--- config.mk ---
export PLATFORM = sky130hd
export DESIGN_NAME = dump_seq_multi
export DESIGN_NICKNAME = d
export VERILOG_FILES = /design/src/rtl/dump_seq_multi.sv
export SDC_FILE = /design/constraint.sdc
export NUM_CORES = 1
export LEC_CHECK = 0
export BUFFER_PORTS_ARGS = -buffer_cell sky130_fd_sc_hd__buf_2
export CORE_MARGIN = 1.5
export CORE_UTILIZATION = 45
export CTS_CLUSTER_DIAMETER = 60
export DETAILED_ROUTE_END_ITERATION = 12
export GPL_TIMING_DRIVEN = 1
export SYNTH_ARGS = -nofsm -noshare
export SYNTH_HDL_FRONTEND = slang
export SYNTH_SLANG_ARGS = --single-unit
--- constraint.sdc ---
create_clock -name clk_sys -period 5.48 [get_ports clk_sys]
set_input_delay 0 -clock clk_sys [delete_from_list [all_inputs] [get_ports clk_sys]]
set_output_delay 0 -clock clk_sys [all_outputs]
set_load 0.05 [all_outputs]
--- src/rtl/dump_seq_multi.sv ---
// Multi-channel dump-switch sequencer: steps through a loadable table of {duration, pattern}
// phases on each start, then returns every channel to the idle pattern and pulses state_over.
module dump_seq_multi #(
  parameter int unsigned    CH       = 2,
  parameter int unsigned    CNT_W    = 8,
  parameter int unsigned    PH_MAX   = 4,
  parameter int unsigned    PA_W     = $clog2(PH_MAX),
  parameter logic [CH-1:0]  IDLE_PAT = {CH{1'b1}}
) (
  input  logic              clk_sys,
  input  logic              rst,
  input  logic              state_start,
  input  logic              abort,
  input  logic [PA_W:0]     nph,
  input  logic              cfg_we,
  input  logic [PA_W-1:0]   cfg_addr,
  input  logic [CNT_W-1:0]  cfg_dur,
  input  logic [CH-1:0]     cfg_pat,
  output logic [CH-1:0]     dump_off,
  output logic              busy,
  output logic [PA_W-1:0]   phase,
  output logic              state_over,
  output logic              cfg_err
);

  localparam logic [PA_W:0]  NphMax = (PA_W + 1)'(PH_MAX);
  localparam logic [CNT_W-1:0] CntOne = CNT_W'(1);

  typedef enum logic {StIdle, StRun} state_e;

  state_e             state_q, state_d;
  logic [PA_W-1:0]    phase_q, phase_d;
  logic [CNT_W-1:0]   cnt_q, cnt_d;
  logic [PA_W:0]      nph_q, nph_d;
  logic [CH-1:0]      dump_q, dump_d;
  logic               over_q, over_d;
  logic               err_q, err_d;
  logic               tbl_we;

  logic [CNT_W-1:0]   dur_q [PH_MAX];
  logic [CH-1:0]      pat_q [PH_MAX];

  logic [PA_W-1:0]    phase_inc;
  logic [PA_W:0]      phase_ext;

  assign phase_inc = phase_q + 1'b1;
  assign phase_ext = {1'b0, phase_q} + 1'b1;

  // A programmed duration of zero runs for one cycle so the counter never wraps.
  function automatic logic [CNT_W-1:0] eff_dur(input logic [CNT_W-1:0] d);
    return (d == '0) ? CntOne : d;
  endfunction

  always_comb begin
    state_d = state_q;
    phase_d = phase_q;
    cnt_d   = cnt_q;
    nph_d   = nph_q;
    dump_d  = dump_q;
    over_d  = 1'b0;
    err_d   = 1'b0;
    tbl_we  = 1'b0;
    unique case (state_q)
      StIdle: begin
        tbl_we = cfg_we;
        if (state_start && !abort) begin
          if (nph == '0) begin
            over_d = 1'b1;
          end else if (nph > NphMax) begin
            err_d = 1'b1;
          end else begin
            state_d = StRun;
            phase_d = '0;
            cnt_d   = eff_dur(dur_q[0]);
            dump_d  = pat_q[0];
            nph_d   = nph;
          end
        end
      end
      StRun: begin
        err_d = cfg_we | state_start;
        if (abort) begin
          state_d = StIdle;
          phase_d = '0;
          cnt_d   = '0;
          dump_d  = IDLE_PAT;
        end else if (cnt_q == CntOne) begin
          if (phase_ext < nph_q) begin
            phase_d = phase_inc;
            cnt_d   = eff_dur(dur_q[phase_inc]);
            dump_d  = pat_q[phase_inc];
          end else begin
            state_d = StIdle;
            phase_d = '0;
            cnt_d   = '0;
            dump_d  = IDLE_PAT;
            over_d  = 1'b1;
          end
        end else begin
          cnt_d = cnt_q - 1'b1;
        end
      end
      default: state_d = StIdle;
    endcase
  end

  always_ff @(posedge clk_sys or posedge rst) begin
    if (rst) begin
      state_q <= StIdle;
      phase_q <= '0;
      cnt_q   <= '0;
      nph_q   <= '0;
      dump_q  <= IDLE_PAT;
      over_q  <= 1'b0;
      err_q   <= 1'b0;
    end else begin
      state_q <= state_d;
      phase_q <= phase_d;
      cnt_q   <= cnt_d;
      nph_q   <= nph_d;
      dump_q  <= dump_d;
      over_q  <= over_d;
      err_q   <= err_d;
    end
  end

  always_ff @(posedge clk_sys or posedge rst) begin
    if (rst) begin
      for (int i = 0; i < int'(PH_MAX); i++) begin
        dur_q[i] <= CntOne;
        pat_q[i] <= IDLE_PAT;
      end
    end else if (tbl_we) begin
      dur_q[cfg_addr] <= cfg_dur;
      pat_q[cfg_addr] <= cfg_pat;
    end
  end

  assign dump_off   = dump_q;
  assign busy       = (state_q == StRun);
  assign phase      = phase_q;
  assign state_over = over_q;
  assign cfg_err    = err_q;

endmodule
Word level (Yosys, flattened, before mapping)
Index checks and enable logic that the tools add are counted.

word-level totals
  flip-flop bits (word level) = 58
  latch bits = 0
  memory bits (writable) = 0
  ROM bits = 0
  input port bits = 20
  output and inout bits = 7
  logic and storage cells = 96
  memories = 0

cells by class
  add/subtract/negate cells = 3
  multipliers = 0
  div/mod/pow operators = 0
  $lt $le $gt $ge = 5
  equality and inequality tests = 5
  shift operators = 0
  mux-type cells = 53
  bitwise gates (word level) = 6
  reduce and logical (&&, ||, !) cells = 9

operators by type and width
  kind                                                                          count
  8-bit 2-to-1 mux                                                              11
  32-bit bitwise mux                                                            1
  2-bit 2-to-1 mux                                                              15
  8-bit binary-select mux with 2-bit select                                     1
  8-bit demux with 2-bit select                                                 1
  8-bit zero test                                                               2
  8-bit case mux with 2 select lines                                            1
  1-bit 2-to-1 mux                                                              15
  8-bit bitwise mux                                                             1
  8-bit by 1-bit equality test with 1-bit output, second input constant         1
  2-bit case mux with 2 select lines                                            2
  4-bit AND reduction                                                           2
  8-bit by 1-bit subtractor with 8-bit output, second input constant            1
  3-bit >= comparator, second input constant                                    2
  2-bit inequality test, second input constant                                  3
  2-bit NOT with 3-bit output                                                   2
  1-bit case mux with 2 select lines                                            3
  2-bit binary-select mux with 2-bit select                                     1
  2-bit demux with 2-bit select                                                 1
  2-bit by 1-bit adder with 3-bit output, second input constant                 1
  3-bit > comparator, second input constant                                     1
  3-bit zero test                                                               1
  3-bit by 1-bit less-than comparator with 1-bit output, second input constant  1
  3-bit less-than comparator                                                    1
  7 further kinds                                                               10

Logic depth before layout (Yosys ltp)
Gate-level depths: netlist of the first run.

  depth in word-level cells = 11
  gate-level depth with buffers = 9
  depth with buffers taken out = 8

Worst setup path before layout of the first run
No wires, ideal clock.

  path kind = register -> register
  from = register phase_q[0], in the netlist phase[0]
  to = register cnt_q[0]
  setup time = 0.079 ns
  arrival = 2.486 ns
  setup slack = 2.915 ns
  cell stages (with the launch flop) = 8
  period minus slack after synthesis = 2.565 ns
  cells stage by stage = dfrtp_1 > ha_1 > clkbuf_1 > mux4_1 > nor4_2 > a211oi_1 > a2111oi_1 > a2bb2oi_1

on the way
  longest elaborated chain between the ends = 11

ends and longest elaborated chain
  item                                                  line  RTL
  from (decl)                                           32    logic [PA_W-1:0] phase_q, phase_d;
  from (signal assigned)                                118   phase_q <= phase_d;
  2-bit by 1-bit adder with 2-bit output                46    assign phase_inc = phase_q + 1'b1;
  2-bit NOT with 3-bit output (not written as such)     90    cnt_d = eff_dur(dur_q[phase_inc]);
  8-bit binary-select mux with 2-bit select             90
  8-bit 2-to-1 mux (not written as such) (2 in series)  90
  8-bit zero test                                       51    return (d == '0) ? CntOne : d;
  8-bit 2-to-1 mux                                      51
  8-bit 2-to-1 mux *                                    88    if (phase_ext < nph_q) begin
  8-bit 2-to-1 mux *                                    87    end else if (cnt_q == CntOne) begin
  8-bit 2-to-1 mux *                                    82    if (abort) begin
  8-bit case mux with 2 select lines *                  63    unique case (state_q)
  to (signal assigned)                                  119   cnt_q <= cnt_d;
  to (decl)                                             33    logic [CNT_W-1:0] cnt_q, cnt_d;

Mark *: on every way between the ends. The rest lies on a longest branch, timed or not. The select of a mux whose other input is x is not followed.
A chain may end at the register's enable or synchronous reset.

Worst setup path after layout of the first run
  from = register phase_q[0], in the netlist phase[0]
  to = register over_q, in the netlist state_over

on the way
  longest elaborated chain between the ends = 6

ends and longest elaborated chain
  item                                    line  RTL
  2-bit by 1-bit adder with 3-bit output  47    assign phase_ext = {1'b0, phase_q} + 1'b1;
  3-bit less-than comparator              88
  1-bit 2-to-1 mux                        88
  1-bit 2-to-1 mux                        87
  1-bit 2-to-1 mux                        82
  1-bit case mux with 2 select lines      63
  net over_d                              36    logic over_q, over_d;
  to (signal assigned)                    122   over_q <= over_d;
  to (decl)                               36

The timed path passes the listed nets, and every way through them passes these cells.

==> results of run 1 <==
stage by stage:
stage | total power, uW | worst slack [ns] | instance area (um^2)
finish | 1413 | 2.454 | 3593
detailed placement | 952.6 | 2.636 | 3183
floorplan | 858.9 | 2.915 | 2955
global placement | 946.1 | 2.724 | 3183
global route | 1488 | 2.239 | 3593
CTS | 1421 | 2.439 | 3593
cell usage in the layout (no fill, tap or decap), types with 3 or more instances in the layout:
cell type,n
buf_2,26
o22ai_1,4
clkbuf_8,11
inv_1,13
nand2_1,23
mux2_2,36
o21ai_0,22
nor3_1,3
mux4_1,8
ha_1,7
nor2_1,6
dfrtp_1,44
a21oi_1,12
nand3b_1,3
dfstp_2,14
dlygate4sd3_1,18
buf_4,4
a31oi_1,4
how the worst min path moves through the flow:
stage / slack, ns / end / startpoint
after floorplan: 0.06 / state_over / abort
after global placement: 0.22 / nph_q[1] / nph[1]
after detailed placement: 0.22 / state_over / abort
after CTS: 0.19 / dur_q[24] / cfg_addr[1]
after global routing: 0.24 / dur_q[24] / cfg_addr[1]
final: 0.21 / dur_q[24] / cfg_addr[1]
sequential cells by signal, indices dropped and copies added (netlist names):
signal and flops:
pat_q 8, dump_off 2, phase 2, busy 1, nph_q 3, state_over 1, cnt_q 8, dur_q 32
cfg_err 1
layout make-up:
class	count	area, um^2
clock buffers	12	155.1
clock inverters	4	75.07
fillers	523	2756
inverters	14	52.55
multi-input cells	163	1405
flip-flops and latches	58	1469
well taps	77	96.34
repair buffers	48	340.3
cell families (layout without fill, tap and decap cells):
| family | after synthesis | in the layout | synth area share, % |
|---|---|---|---|
| and+or+nand+nor | 56 | 56 | 11.09 |
| buffers and inverters | 23 | 78 | 3.175 |
| DFF | 58 | 58 | 49.70 |
| adders and majority gates | 7 | 7 | 2.963 |
| muxes | 46 | 46 | 22.35 |
| AOI/OAI and AO/OA | 54 | 54 | 10.71 |
power by group through the flow:
stage	Sequential, uW	Clock (uW)	Combinational, uW
final	632	458	324
after global placement	639	0	307
after global routing	646	483	359
after CTS	632	465	324
after detailed placement	640	0	313
after floorplan	636	0	223
synthesized netlist by cell type (all sizes together), types with 6 or more instances:
master,n
o21ai,23
nand2,23
mux2,36
clkbuf,8
dfrtp,44
dfstp,14
nor2,6
a21oi,12
inv,14
mux4,10
ha,7
worst max-delay path: stages (launching register included):
cell and delay (ns):
dfrtp_1 0.75, ha_1 0.50, ha_1 0.27, a21o_1 0.17, a31oi_1 0.35, nor2_1 0.14, nand2_1 0.10, a21oi_1 0.07
dlygate4sd3_1 0.55
per-layer routing:
layer,wire length (um),vias up
met5,0,-
met4,81,0
met3,213,9
met2,2954,39
met1,3185,1060
li1,-,1010
timing repair:
action / in CTS / in global routing
hold endpoints to repair: 89 / 0
buffers inserted: 0 / 0
endpoints found under the setup margin: 0 / 0
hold buffers: 18 / 0
==> results_dict.tcl, run 1 <==
set metrics [dict create \
    grt_use_met1_pct 28.21 \
    overflow 0 \
    place_inst 342 \
    tightest_slew_ns 0.9403 \
    grt.total_usage_pct 19.74 \
    clk_pin_slew_ns 0.07 \
    cap_viol_max_count 0 \
    place.port_buffers 26 \
    cts_tree "built" \
    ant_nets 0 \
    met2_usage_pct 29.89 \
    netSwitchingFraction_pct 29.96 \
    antenna-diode-count 0 \
    dp_hpwl_mm 4.387 \
    ys.flop_type "dfrtp_1" \
    slew_headroom_pct 36.43 \
    io_pins 27 \
    skew_ns 0.009487 \
    hold_depth 5 \
    synth_top_area_cell "dfrtp_1" \
    max_freq_mhz 330.5 \
    cts.path.max_buffers 2 \
    die_h_um 84.04 \
    totalWireLength_mm 6.434 \
    drt-initial-drc-count 78 \
    dr.pass1.iters 5 \
    synth_edf_count 0 \
    rsz0062_at_grt "no" \
    cp-startpoint "phase[0]" \
    nets 321 \
    ys_types 42 \
    syn_area_mm2 0.002955 \
    grt_max_degree 59 \
    drive_above_1_share_pct 35.79 \
    clock_latency_ns 0.33 \
    critPathMaxFanout 14 \
    synthCells 244 \
    met3_usage_pct 3.660 \
    p_leak_uw 0.001534 \
    status "finished clean" \
    arrival_ns 3.24 \
    whs_ns 0.2062 \
    instances_no_fill 376 \
    ys_warn_count 0 \
    seq_area_frac_synth_pct 49.70 \
    start_kind "flop" \
    drc 0 \
    final_core_util_pct 56.59 \
    r2r-end "state_over" \
    yosys_register_bits 58 \
    p_int_uw 989.7 \
    pwr-share-comb_pct 22.9 \
    end_kind "flop" \
    setup_viol 0 \
    synthArstFlopShare_pct 100.0 \
    p_clk_share_pct 32.4 \
    syn-num-nets 271 \
    fin_crit_ns 3.026 \
    powerDensity_mw_per_mm2 393.2 \
    worst-r2r-cell-count 8 \
    grt-busiest-layer "met2" \
    worstReg2RegStart "phase[0]" \
    grt_first_pass_wirelength_mm 10.76 \
    route.vias.total 2118 \
    viasPerCell 5.633 \
    ctsResizeCount 0 \
    fin_crit_sh_pct 55.22 \
    htreeDepth 3 \
    cp.required_ns 5.70 \
    switching_power_uw 423.4 \
    antenna_found_initial 0 \
    clock-sinks 58 \
    synth_top_cell_area_share_pct 37.26 \
    wl_per_cell_um 17.11 \
    finalHoldViolations 0 \
    hold_path.class "input port to flop" \
    core_mm2 0.006350 \
    crit_end "state_over" \
    place.gp.congestion 0.7826 \
    start_util_pct 46.54 \
    setup-tns-final_ns 0 \
    peakVddDrop_mv 0.2647 \
    area_growth_pct 21.59 \
    critical_path_class "flop to flop" \
    synth_area_leaders "dfrtp_1, mux2_2, dfstp_2" \
    cts_made_buffers 9 \
    maxSlewViolCount 0 \
    ctsRootBufferMaster "clkbuf_8" \
    r2r_setup_slack_ns 2.45 \
    grt_pass1_vias 2071 \
    syn_avg_cell_area_um2 12.11 \
    die_w_um 84.04 \
    dieArea_mm2 0.007063 \
    num_rows 29 \
    pwr-share-seq_pct 44.7 \
]
No activity file was read; power rests on OpenSTA's default activity.
==> run 2, diff against run 1 <==
- PLACE_DENSITY: not set -> 0.66
- clock period: 5.48 -> 2.5 ns (I/O delays scaled with it)
==> results_dict.tcl, run 2 (same netlist as run 1, synthesis figures left out) <==
set metrics [dict create \
    die_h_um 84.04 \
    grt_max_degree 29 \
    ctsRootBufferMaster "clkbuf_8" \
    clock-sinks 58 \
    peakVddDrop_mv 0.3997 \
    io_pins 27 \
    place.port_buffers 26 \
    reg.largest.list "dur_q: 32 flops, cnt_q: 8 flops, pat_q: 8 flops" \
    core_mm2 0.006350 \
    hold_depth 5 \
    die_w_um 84.04 \
    power_uw 3017 \
    cap_viol_max_count 0 \
    place.gp.congestion 0.8967 \
    grt_pass1_vias 2135 \
    nets 332 \
    max_freq_mhz 428.0 \
    worst-r2r-cell-count 7 \
    ant_nets 0 \
    switching_power_uw 921.9 \
    maxSlewViolCount 0 \
    route.vias.total 2191 \
    end_kind "flop" \
    cts_made_buffers 9 \
    critPathMaxFanout 8 \
    p_leak_uw 0.001576 \
    drive_above_1_share_pct 38.39 \
    dp_hpwl_mm 4.726 \
    antenna-diode-count 0 \
    clk_pin_slew_ns 0.06 \
    grt.total_usage_pct 20.65 \
    status "finished clean" \
    fin_crit_ns 2.337 \
    largest-register "dur_q" \
    postCtsSetupRepairBufs 0 \
    pwr-share-comb_pct 25.0 \
    arrival_ns 2.55 \
    totalWireLength_mm 6.681 \
    setup-tns-final_ns 0 \
    drc 0 \
    num_rows 29 \
    htreeDepth 3 \
    overflow 0 \
    rsz0062_at_grt "no" \
    clock_latency_ns 0.34 \
    final_common_cell "dfrtp_1" \
    cts.path.max_buffers 2 \
    finalHoldViolations 0 \
    largest_reg_flops 32 \
    start_kind "flop" \
    tightest_slew_ns 0.5934 \
    cts_tree "built" \
    critical_path_class "flop to flop" \
    grt_first_pass_wirelength_mm 11.07 \
    pwr-share-seq_pct 45.9 \
    p_int_uw 2095 \
    cp.required_ns 2.72 \
    dieArea_mm2 0.007063 \
    final_cell_mix "dfrtp_1, mux2_2, buf_2, nand2_1, o21ai_0" \
    setup_viol 0 \
    dr.pass1.iters 4 \
    start_util_pct 46.54 \
    viasPerCell 5.661 \
    netSwitchingFraction_pct 30.56 \
    wl_per_cell_um 17.26 \
    antenna_found_initial 0 \
    powerDensity_mw_per_mm2 826.0 \
    slew_headroom_pct 60.38 \
    hold_path.class "input port to flop" \
    p_clk_share_pct 29.0 \
    drt-initial-drc-count 129 \
    skew_ns 0.009115 \
    fin_crit_sh_pct 93.47 \
    area_growth_pct 23.58 \
]
==> run 2: cell types whose count changed in the layout (fill, tap and decap cells not counted), sizes merged <==
cell,previous run,this run
buf,30,41
bufinv,2,1
clkinvlp,2,0
clkinv,0,1
clkbuf,12,14
==> run 2: what timing repair did <==
item,in CTS,in global routing
setup endpoints to repair,0,2
gates resized for setup,0,2
hold buffers,18,0
endpoints found under the hold margin,68,0
==> run 2: layer usage <==
layer  vias to the layer above  part of all wire [%]  global-route usage [%]
li1                       1030                     -                       -
met3                        15                   4.4                   5.143
met4                         0                   2.2                   8.942
met5                         -                     0                       0
met2                        60                    46                   30.40
met1                      1086                    47                   29.03
==> run 2: worst paths after layout <==
kind	start	endpoint	slack, ns
setup / recovery	phase[1]	state_over	0.16
hold / removal	cfg_addr[1]	dur_q[24]	0.19
setup reg to reg	phase[1]	state_over	0.16
hold reg to reg	dump_off[1]	dump_off[1]	0.49
max in group asynchronous	rst	pat_q[7]	1.55
min in group asynchronous	rst	dur_q[20]	0.28
==> run 2: worst max-delay path, cell delays in order (launching register included) <==
cell           delay (ns)
dfrtp_1              0.40
ha_2                 0.44
ha_1                 0.26
a31oi_1              0.27
nor2_1               0.14
nand2_1              0.09
a21oi_1              0.06
dlygate4sd3_1        0.55
==> run 2: area by class of cell <==
class	instances	area, um^2
fillers	509	2698
clock inverters	2	35.03
repair buffers	59	422.9
multi-input cells	163	1413
clock buffers	14	162.7
well taps	77	96.34
flip-flops and latches	58	1470
inverters	14	52.55
==> run 2: power groups by stage <==
stage                     logic, uW  registers (uW)  clock network [uW]
final                           755            1390                 876
after global routing            832            1420                 932
after CTS                       753            1380                 891
after detailed placement        726            1400                   0
after global placement          714            1390                   0
after floorplan                 489            1390                   0
==> run 2: metrics by stage <==
| step | hold WS, ns | setup slack, ns | instances | utilization (%) | area, um^2 |
|---|---|---|---|---|---|
| after floorplan | 0.06314 | 0.1285 | 244 | - | 2958 |
| after global placement | 0.1010 | 0.2939 | 353 | 51.45 | 3267 |
| after detailed placement | 0.1023 | 0.2009 | 353 | 51.45 | 3267 |
| after CTS | 0.1768 | 0.05639 | 387 | 57.40 | 3645 |
| after global routing | 0.2063 | 0.07167 | 387 | 57.52 | 3652 |
| final | 0.1933 | 0.1634 | 387 | 57.52 | 3652 |
